File: src/rtl/spi_pkg.sv
// Shared SPI link definitions: frame geometry and FSM state encoding.
// Used by the SPI write controller and the peripheral register file.
package spi_pkg;

  localparam int   FRAME_W   = 16;
  localparam int   ADDR_W    = 7;
  localparam int   DATA_W    = 8;
  localparam logic WRITE_BIT = 1'b1;

  typedef enum logic [2:0] {
    IDLE,
    SETUP,
    SHIFT,
    HOLD,
    GAP
  } spi_state_t;

endpackage

File: src/rtl/spi_controller_if.sv
// Request side (start/addr/data/busy/done) plus SPI pins of the controller.
// master: the SPI controller itself; slave: the requester / link observer.
interface spi_controller_if;
  import spi_pkg::*;

  logic              start;
  logic [ADDR_W-1:0] addr;
  logic [DATA_W-1:0] data;
  logic              busy;
  logic              done;
  logic              sclk;
  logic              cs_n;
  logic              copi;

  modport master (
    input  start, addr, data,
    output busy, done, sclk, cs_n, copi
  );

  modport slave (
    output start, addr, data,
    input  busy, done, sclk, cs_n, copi
  );

endinterface

File: src/rtl/spi_clk_div.sv
// Tick generator: pulses tick every CLK_DIV enabled cycles.
// Ports: clk, rst_n, en (count), clr (sync clear), tick (on wrap).
module spi_clk_div #(
  parameter int CLK_DIV = 4
) (
  input  logic clk,
  input  logic rst_n,
  input  logic en,
  input  logic clr,
  output logic tick
);

  localparam int CW = $clog2(CLK_DIV) + 1;
  localparam logic [CW-1:0] LAST = CW'(CLK_DIV - 1);

  logic [CW-1:0] cnt;

  assign tick = en && (cnt == LAST);

  always_ff @(posedge clk or negedge rst_n) begin
    if (!rst_n) begin
      cnt <= '0;
    end else if (clr) begin
      cnt <= '0;
    end else if (en) begin
      cnt <= tick ? '0 : cnt + 1'b1;
    end
  end

endmodule

File: src/rtl/spi_controller.sv
// SPI mode-0 write controller: one 16-bit {W, addr, data} frame per start.
// Ports: clk, rst_n, bus (start/addr/data in; busy/done/sclk/cs_n/copi out).
module spi_controller
  import spi_pkg::*;
#(
  parameter int CLK_DIV = 4
) (
  input  logic             clk,
  input  logic             rst_n,
  spi_controller_if.master bus
);

  spi_state_t         state;
  logic [FRAME_W-2:0] shreg;
  logic [4:0]         edge_cnt;
  logic               tick;

  spi_clk_div #(
    .CLK_DIV(CLK_DIV)
  ) u_div (
    .clk  (clk),
    .rst_n(rst_n),
    .en   (state != IDLE),
    .clr  (state == IDLE),
    .tick (tick)
  );

  // edge_cnt holds the index of the last sclk edge issued (even = rise).
  // Once all 32 edges are out, SHIFT waits one more tick with sclk low.
  always_ff @(posedge clk or negedge rst_n) begin
    if (!rst_n) begin
      state    <= IDLE;
      shreg    <= '0;
      edge_cnt <= '0;
      bus.busy <= 1'b0;
      bus.done <= 1'b0;
      bus.sclk <= 1'b0;
      bus.cs_n <= 1'b1;
      bus.copi <= 1'b0;
    end else begin
      bus.done <= 1'b0;
      unique case (state)
        IDLE: begin
          if (bus.start) begin
            state    <= SETUP;
            bus.busy <= 1'b1;
            bus.cs_n <= 1'b0;
            bus.copi <= WRITE_BIT;
            shreg    <= {bus.addr, bus.data};
            edge_cnt <= '0;
          end
        end
        SETUP: begin
          if (tick) begin
            state    <= SHIFT;
            bus.sclk <= 1'b1;
          end
        end
        SHIFT: begin
          if (tick) begin
            if (edge_cnt == 5'd31) begin
              state <= HOLD;
            end else begin
              edge_cnt <= edge_cnt + 5'd1;
              bus.sclk <= ~bus.sclk;
              if (bus.sclk && edge_cnt != 5'd30) begin
                bus.copi <= shreg[FRAME_W-2];
                shreg    <= {shreg[FRAME_W-3:0], 1'b0};
              end
            end
          end
        end
        HOLD: begin
          if (tick) begin
            state    <= GAP;
            bus.cs_n <= 1'b1;
            bus.copi <= 1'b0;
          end
        end
        GAP: begin
          if (tick) begin
            state    <= IDLE;
            bus.busy <= 1'b0;
            bus.done <= 1'b1;
          end
        end
        default: state <= IDLE;
      endcase
    end
  end

endmodule

File: src/flat_wrapper.sv
// flat-port wrapper written by rule: the top's interface ports become plain ports
module spi_controller_flat import spi_pkg::*;
#(
  parameter int CLK_DIV = 4
)
  (clk, rst_n, bus_start, bus_addr, bus_data, bus_busy, bus_done, bus_sclk, bus_cs_n, bus_copi);
  spi_controller_if bus_i ();
  input  logic clk;
  input  logic rst_n;
  input wire logic [$bits(bus_i.start)-1:0] bus_start;
  input wire logic [$bits(bus_i.addr)-1:0] bus_addr;
  input wire logic [$bits(bus_i.data)-1:0] bus_data;
  output wire logic [$bits(bus_i.busy)-1:0] bus_busy;
  output wire logic [$bits(bus_i.done)-1:0] bus_done;
  output wire logic [$bits(bus_i.sclk)-1:0] bus_sclk;
  output wire logic [$bits(bus_i.cs_n)-1:0] bus_cs_n;
  output wire logic [$bits(bus_i.copi)-1:0] bus_copi;
  assign bus_i.start = bus_start;
  assign bus_i.addr = bus_addr;
  assign bus_i.data = bus_data;
  assign bus_busy = bus_i.busy;
  assign bus_done = bus_i.done;
  assign bus_sclk = bus_i.sclk;
  assign bus_cs_n = bus_i.cs_n;
  assign bus_copi = bus_i.copi;
  spi_controller #(.CLK_DIV(CLK_DIV)) u_core (.clk(clk), .rst_n(rst_n), .bus(bus_i));
endmodule
File: config.mk
export PLATFORM = sky130hd
export DESIGN_NAME = spi_controller_flat
export DESIGN_NICKNAME = d
export VERILOG_FILES = /design/src/rtl/spi_pkg.sv /design/src/rtl/spi_controller_if.sv /design/src/rtl/spi_clk_div.sv /design/src/rtl/spi_controller.sv /design/src/flat_wrapper.sv
export SDC_FILE = /design/constraint.sdc
export NUM_CORES = 1
export LEC_CHECK = 0
export ABC_CLOCK_PERIOD_IN_PS = 3000
export BUFFER_PORTS_ARGS = -buffer_cell sky130_fd_sc_hd__buf_2
export CELL_PAD_IN_SITES_DETAIL_PLACEMENT = 1
export CELL_PAD_IN_SITES_GLOBAL_PLACEMENT = 2
export CORE_ASPECT_RATIO = 0.8
export CORE_MARGIN = 5
export CORE_UTILIZATION = 35
export DETAILED_ROUTE_END_ITERATION = 7
export GPL_TIMING_DRIVEN = 0
export HOLD_SLACK_MARGIN = 0.03
export PLACE_DENSITY_LB_ADDON = 0.12
export SETUP_SLACK_MARGIN = 0.5
export SYNTH_ARGS = -nofsm -noshare
export SYNTH_HDL_FRONTEND = slang
export SYNTH_SLANG_ARGS = --single-unit
File: constraint.sdc
create_clock -name clk -period 3 [get_ports clk]
set_clock_uncertainty 0.1 [all_clocks]
set_input_delay 0 -clock clk [delete_from_list [all_inputs] [get_ports clk]]
set_output_delay 0 -clock clk [all_outputs]
set_load 0.02 [all_outputs]
==> results.md, run 1 <==
- Outcome: complete, no violations
- Area of the die: 5880 sq um
- Final Power: 1.65 mW
- CTS tree: built
- Fill count: 456
- Fin. max-slew vios: 0
- Number of synthesis warnings: 0
- ANT cells: 0
- CTS root buf: clkbuf_8
- CP Max Fanout: 10
- Worst-Margin Slew: 709 ps
- RSZ-0062 raised after global routing: false
- Largest net degree at the start of global routing: 32
- H-Tree Depth: 2
- Num CTS Buffers: 5
- Top Family by Delay on Critical Path: adder cells
- Peak supply drop: 0.302 mV
- Asr flop ratio synth: 100%
- Worst path max stage delay: 420 ps
- Worst skew pair latency: 280 ps
- CP Capture Type: flip-flop
- Distinct cells, synth: 32
- PwrDens: 832 nW/um^2
- Hold Crit Class: input pin to async pin
- Setup WS pre-CTS: 717 ps
- Routed Antenna Nets: 0
- Total Routing Usage GR: 13.1%
- Initial antenna violation count: 0
- Synth Flop Type: dfrtp_1
- Grt ovf: 0
- Vias per inst: 4.94
- Core region area: 4230 sq um
- Worst path cell trace: ha_1 > and3_1 > ha_1 > nor2b_1 > nand2_1 > a21o_1 > buf_6 > mux2_1
- Chip height: 69.6 um
- FP Rows: 21
- CP most frequent cell: ha_1
- Seq/Total Area, Yosys: 50.0%
- Hpwl dp: 2.43 mm
- DRT Pass-1 Iters: 4
- Synthesized area per cell: 11.6 sq um
- Leakage: 0.896 nW
- CP startpoint kind: flip-flop
- I/O pins: 23
- Cells after synthesis: 134
- Most frequent cells in the layout: dfrtp_1, mux2_2, buf_2
- Routability cong.: 0.765
- Fin crit period: 2280 ps
- Cell Area, Synth: 1560 sq um
- Flop and latch count out of synthesis: 31
- Total wire length: 3.55 mm
- Port Buffers: 22
- Final period util: 75.9%
- Initial DRC count: 46
- CP bufs+invs: 1
- WP data arrival: 2340 ps
- Via Count: 1,175
- Req. time, crit path: 3060 ps
- Worst-path clk slew: 70 ps
- Global-route wire length before repair: 6.22 mm
- CTS max path bufs: 2
- Fmax: 439 MHz
- Setup ws final: 723 ps
- Ratio of cells with drive above 1 in the final layout: 34.3%
- Wire length per cell: 14.9 um
- Commonest non-fill, non-tap cell in the layout: dfrtp_1
- Post-synth EDFFs: 0
- Syn nets: 156
- DRC: 0
- Slowest cell on crit path: dfrtp_1
- Setup violations, final: 0
- Vias in the first global route: 1,273
- Max_cap viols: 0
- WHS: 206 ps
- Final Hold Fails: 0
- Initial Utilization: 36.8%
- Nets: 202
- Worst setup path class: flip-flop to flip-flop
- TNS Setup: 0 ps
- # clock sinks: 31
- Die Wd: 84.5 um
- Area Growth Syn to Fin: 27.8%
- CTS resizes: 0
- Slew HR: 52.8%
kinds of logic (layout without fill, tap and decap cells):
family / count (synthesis) / count (layout) / synth area share (%)
buf+inv: 10 / 57 / 3.46
compound gates: 26 / 26 / 10.4
simple gates: 33 / 33 / 11.5
flops: 31 / 31 / 50.0
fa+ha+maj: 4 / 4 / 3.22
xor+xnor: 1 / 1 / 0.563
mux: 29 / 29 / 20.9
worst register-to-register path, delay by kind of cell (launching register included):
family,cells,cell delay (ps)
adder cells (fa/ha/maj),2,450
flip-flops,1,420
AND/OR/NAND/NOR,3,410
multiplexers,1,310
AO/OA/AOI/OAI,1,280
buffers and inverters,1,180
layout make-up:
type	instances	area (sq um)	area share [%]
plain buffers	5	35.0	1.76
flip-flops and latches	31	777	39.1
multi-input cells	93	724	36.4
clock inverters	1	5.00	0.252
inverters	5	18.8	0.944
repair buffers	39	280	14.1
well taps	57	71.3	3.59
clock buffers	7	76.3	3.84
where the power goes:
| part | switching, mW | leakage (nW) | internal (mW) |
|---|---|---|---|
| Sequential | 0.0889 | 0.381 | 0.585 |
| Combinational | 0.341 | 0.472 | 0.323 |
| Clock | 0.153 | 0.0422 | 0.163 |
| Total | 0.584 | 0.896 | 1.07 |
routing by layer:
layer | track usage (%) | wire, um | vias up
met2 | 20.5 | 1680 | 21
met4 | 4.22 | 36 | 0
met5 | 0 | 0 | -
met3 | 3.44 | 155 | 5
met1 | 17.7 | 1670 | 579
li1 | - | - | 570
synth_stat cells (all sizes together) (3+ instances only):
cell type | instances | area, sq um
dfrtp | 30 | 751
mux2 | 28 | 315
nand2 | 10 | 40.0
o21ai | 10 | 50.0
a21oi | 7 | 35.0
inv | 5 | 18.8
ha | 4 | 50.1
nand3 | 4 | 20.0
nor2b | 4 | 25.0
nor3 | 4 | 20.0
buf | 3 | 27.5
nor2 | 3 | 18.8
through the flow:
stage | cell area, sq um | utilization, % | instances
2_1_floorplan | 1560 | - | 134
3_3_place_gp | 1740 | 41.1 | 213
3_5_place_dp | 1740 | 41.1 | 213
4_1_cts | 1990 | 47.0 | 238
5_1_grt | 1990 | 47.0 | 238
6_report | 1990 | 47.0 | 238
final timing paths:
check | cells after the start | endpoint | startpoint | slack, ps
worst max-delay path | 8 | u_core.shreg[1] | u_core.edge_cnt[0] | 720
worst min-delay path | 2 | u_core.state[0] | rst_n | 210
worst max register to register | 8 | u_core.shreg[1] | u_core.edge_cnt[0] | 720
worst min register to register | 1 | u_core.u_div.cnt[0] | u_core.u_div.cnt[0] | 350
max in group asynchronous | 2 | u_core.shreg[9] | rst_n | 2140
min in group clk | 1 | u_core.u_div.cnt[0] | u_core.u_div.cnt[0] | 350
registers in the layout, summed over array words and instances (netlist names):
name              flops
u_core.bus.busy       1
u_core.bus.copi       1
u_core.bus.cs_n       1
u_core.bus.done       1
u_core.bus.sclk       1
u_core.edge_cnt       5
u_core.shreg         15
u_core.state          3
u_core.u_div.cnt      3
what timing repair did:
item / in CTS / in global routing
hold endpoints to repair: 47 / 0
buffers inserted: 0 / 0
endpoints found under the setup margin: 0 / 0
hold buffers: 17 / 0
(Power assumes the default switching activity.)
==> run 2: changes to the inputs <==
--- a/config.mk
+++ b/config.mk
@@ -5,13 +5,14 @@
 export SDC_FILE = /design/constraint.sdc
 export NUM_CORES = 1
 export LEC_CHECK = 0
-export ABC_CLOCK_PERIOD_IN_PS = 3000
+export ABC_AREA = 1
+export ABC_CLOCK_PERIOD_IN_PS = 2020
 export BUFFER_PORTS_ARGS = -buffer_cell sky130_fd_sc_hd__buf_2
 export CELL_PAD_IN_SITES_DETAIL_PLACEMENT = 1
 export CELL_PAD_IN_SITES_GLOBAL_PLACEMENT = 2
 export CORE_ASPECT_RATIO = 0.8
 export CORE_MARGIN = 5
-export CORE_UTILIZATION = 35
+export CORE_UTILIZATION = 30
 export DETAILED_ROUTE_END_ITERATION = 7
 export GPL_TIMING_DRIVEN = 0
 export HOLD_SLACK_MARGIN = 0.03
==> constraint.sdc (replaced) <==
create_clock -name clk -period 2.02 [get_ports clk]
set_clock_uncertainty 0.1 [all_clocks]
set_input_delay 0 -clock clk [delete_from_list [all_inputs] [get_ports clk]]
set_output_delay 0 -clock clk [all_outputs]
set_load 0.02 [all_outputs]
==> run 2 against run 1 <==
Global-route usage is 1.3 points higher. Register-to-register slack worse by 440 ps. Total power grew 120%. Die area increased by 30%. Maximum frequency up 31%. Via count is 40% higher. Largest power group is now combinational logic.
==> results.md, run 2 <==
- Outcome: complete, no violations
- Peak supply drop: 0.496 mV (+64%)
- Global-route wire length before repair: 8.50 mm (+37%)
- WP data arrival: 1810 ps (-530 ps)
- # clock sinks: 31 (unchanged)
- Worst-path clk slew: 60 ps (about the same)
- Die Wd: 96.4 um (+14%)
- Via Count: 1,650 (+40%)
- Syn nets: 243 (+56%)
- Initial Utilization: 30.7% (-6.1 points)
- Final period util: 86.0% (+10 points)
- TNS Setup: 0 ps (unchanged)
- Power Internal: 2.04 mW (+90%)
- Sw Pwr: 1.64 mW (+180%)
- Total wire length: 4.96 mm (+40%)
- Wire length per cell: 13.8 um (-7.4%)
- H-Tree Depth: 2 (unchanged)
- Nets: 299 (+48%)
- Leakage: 1.23 nW (+37%)
- I/O pins: 23 (unchanged)
- Area of the die: 7630 sq um (+30%)
- Area Growth Syn to Fin: 38.0%
- Worst setup path class: flip-flop to flip-flop
- DRC: 0 (unchanged)
- Initial DRC count: 17 (-63%)
- Combinational power share: 57.3% (+17 points)
- Fmax: 576 MHz (+31%)
- Slew HR: 51.6% (-1.2 points)
- ANT cells: 0 (unchanged)
- Yosys top cell by area: dfrtp_1
- Commonest non-fill, non-tap cell in the layout: nand2_1
- Final Hold Fails: 0 (unchanged)
- Top post-synthesis cells by area: dfrtp_1, nand2_1, nand2_2
- Post-synth top cells: nand2_1, dfrtp_1, nand3_1, nand2_2, nand4_1
- Largest reg by FF count: u_core.shreg
- Hold Crit Class: input pin to flip-flop
- Setup WS pre-CTS: 135 ps (-583 ps)
- Switching Share: 44.6% (+9.3 points)
- Setup ws final: 283 ps (-440 ps)
- CTS root buf: clkbuf_8
- Post-synth EDFFs: 0 (unchanged)
- Synthesized area per cell: 8.11 sq um (-30%)
- Final Power: 3.68 mW (+120%)
- RSZ-0062 raised after global routing: true
- Seq/Total Area, Yosys: 43.3% (-6.6 points)
- CP Capture Type: flip-flop
- Worst R2R Path Depth: 11 (+3)
- Most frequent cells in the layout: nand2_1, dfrtp_1, buf_2
- Regs by FF count: u_core.shreg x15, u_core.edge_cnt x5
- CP Max Fanout: 5 (-5)
- FP Rows: 25 (+19%)
- Grt ovf: 0 (unchanged)
- CP startpoint kind: flip-flop
- Fin. max-slew vios: 0 (unchanged)
- Max reg flops: 15 (unchanged)
- Hold path depth: 5
- Core region area: 5850 sq um (+38%)
- Ratio of cells with drive above 1 in the final layout: 38.1% (+3.9 points)
- Number of synthesis warnings: 0 (unchanged)
- Asr flop ratio synth: 100% (unchanged)
- Max_cap viols: 0 (unchanged)
- Synth Flop Type: dfrtp_1
- Cell Area, Synth: 1790 sq um (+15%)
- Routability cong.: 0.724 (-5.3%)
- Initial antenna violation count: 0 (unchanged)
- Flop pwr share: 28.0% (-13 points)
- CTS tree: built
- DRT Pass-1 Iters: 4 (unchanged)
- Clock group share of total power: 14.7% (-4.4 points)
- Vias per inst: 4.60 (-6.9%)
- Port Buffers: 22 (unchanged)
- CTS max path bufs: 2 (unchanged)
- Worst-Margin Slew: 726 ps (+17.6 ps)
- Count leader, synth: nand2_1
- Req. time, crit path: 2090 ps (-970 ps)
- Flop and latch count out of synthesis: 31 (unchanged)
- Fin crit period: 1740 ps (-540 ps)
- Vias in the first global route: 1,735 (+36%)
- Hpwl dp: 3.32 mm (+37%)
- Chip height: 79.1 um (+14%)
- Total Routing Usage GR: 14.5% (+1.3 points)
- Worst skew pair latency: 280 ps (about the same)
- Setup violations, final: 0 (unchanged)
- PwrDens: 1490 nW/um^2 (+79%)
- Distinct cells, synth: 30 (-6.3%)
- Post-synth top area share: 41.9% (-6.4 points)
- Num CTS Buffers: 5 (unchanged)
- Cells after synthesis: 221 (+65%)
- Largest net degree at the start of global routing: 32 (unchanged)
- Routed Antenna Nets: 0 (unchanged)
==> run 2: changes by cell type in the layout (fill, tap and decap cells not counted), moves of 5 or more <==
cell     delta
a21oi_1     -6
buf_4      +11
inv_2       +5
mux2_2     -27
nand2_1    +52
nand2_2    +24
nand2_4     +8
nand3_1    +16
nand4_1    +17
o21ai_0     -6
==> run 2: repair_timing <==
item                                   in CTS  in global routing
cloned                                      1                  0
gates resized for setup                     9                 24
buffers inserted                            9                  1
setup endpoints to repair                  24                 26
hold buffers                               16                  0
endpoints found under the hold margin      45                  0
pin swaps                                   4                  9
==> run 2: path summary, 6_finish.rpt <==
check / startpoint / endpoint / slack [ps]
setup / recovery: u_core.edge_cnt[0] / u_core.shreg[4] / 280
hold / removal: bus_start / u_core.shreg[0] / 80
setup reg to reg: u_core.edge_cnt[0] / u_core.shreg[4] / 280
hold reg to reg: u_core.u_div.cnt[0] / u_core.u_div.cnt[0] / 350
max in group asynchronous: rst_n / u_core.state[0] / 1100
min in group asynchronous: rst_n / u_core.edge_cnt[1] / 210
==> run 2: layer usage <==
metal  GRT usage (%)  share of wire, %  wire length (um)  vias to the layer above
met3            3.41               3.7               184                        2
met1            20.7                52              2590                      785
met5               0                 0                 0                        -
li1                -                 -                 -                      842
met4            4.20              0.34                17                        0
met2            21.5                44              2160                       21
==> run 2: critical path: stages (launching register included) <==
cell,delay (ps)
dfrtp_1,390
ha_2,200
inv_2,50
nor2_2,30
ha_2,170
nor2_2,120
o21ai_2,80
nand2_4,90
nand3_4,120
buf_12,180
nand2_2,40
nand2_1,50
==> run 2: area by class of cell <==
cell class | instances | area, sq um
Sequential cell | 31 | 778
Inverter | 14 | 57.6
Multi-Input combinational cell | 166 | 973
Timing Repair Buffer | 49 | 377
Buffer | 10 | 86.3
Clock buffer | 8 | 100
Tap cell | 81 | 101
Fill cell | 730 | 3380
==> run 2: cell families (layout without fill, tap and decap cells) <==
logic type                 after synthesis  count (layout)  synth area share, %
AOI/OAI and AO/OA                       11              11                 3.91
adders and majority gates                4               4                 2.79
xor gates and xnor gates                 1               1                0.489
buffers and inverters                   24              81                 7.47
and+or+nand+nor                        150             150                 42.0
DFF                                     31              31                 43.3
==> run 2: through the flow <==
step	std cells	util (%)	hold WS, ps	cell area (sq um)
after floorplan	221	-	-396	1800
after global placement	324	34.4	4.65	2010
after detailed placement	324	34.4	9.85	2010
after CTS	358	40.9	42.2	2390
after global routing	359	42.3	101	2470
final	359	42.3	75.2	2470
==> run 2: power groups by stage <==
| stage | clock network [mW] | registers, mW | logic [mW] |
|---|---|---|---|
| finish | 0.540 | 1.03 | 2.11 |
| floorplan | 0 | 1.02 | 1.24 |
| global placement | 0 | 1.02 | 1.67 |
| CTS | 0.573 | 1.01 | 1.99 |
| detailed placement | 0 | 1.02 | 1.69 |
| global route | 0.607 | 1.06 | 2.35 |
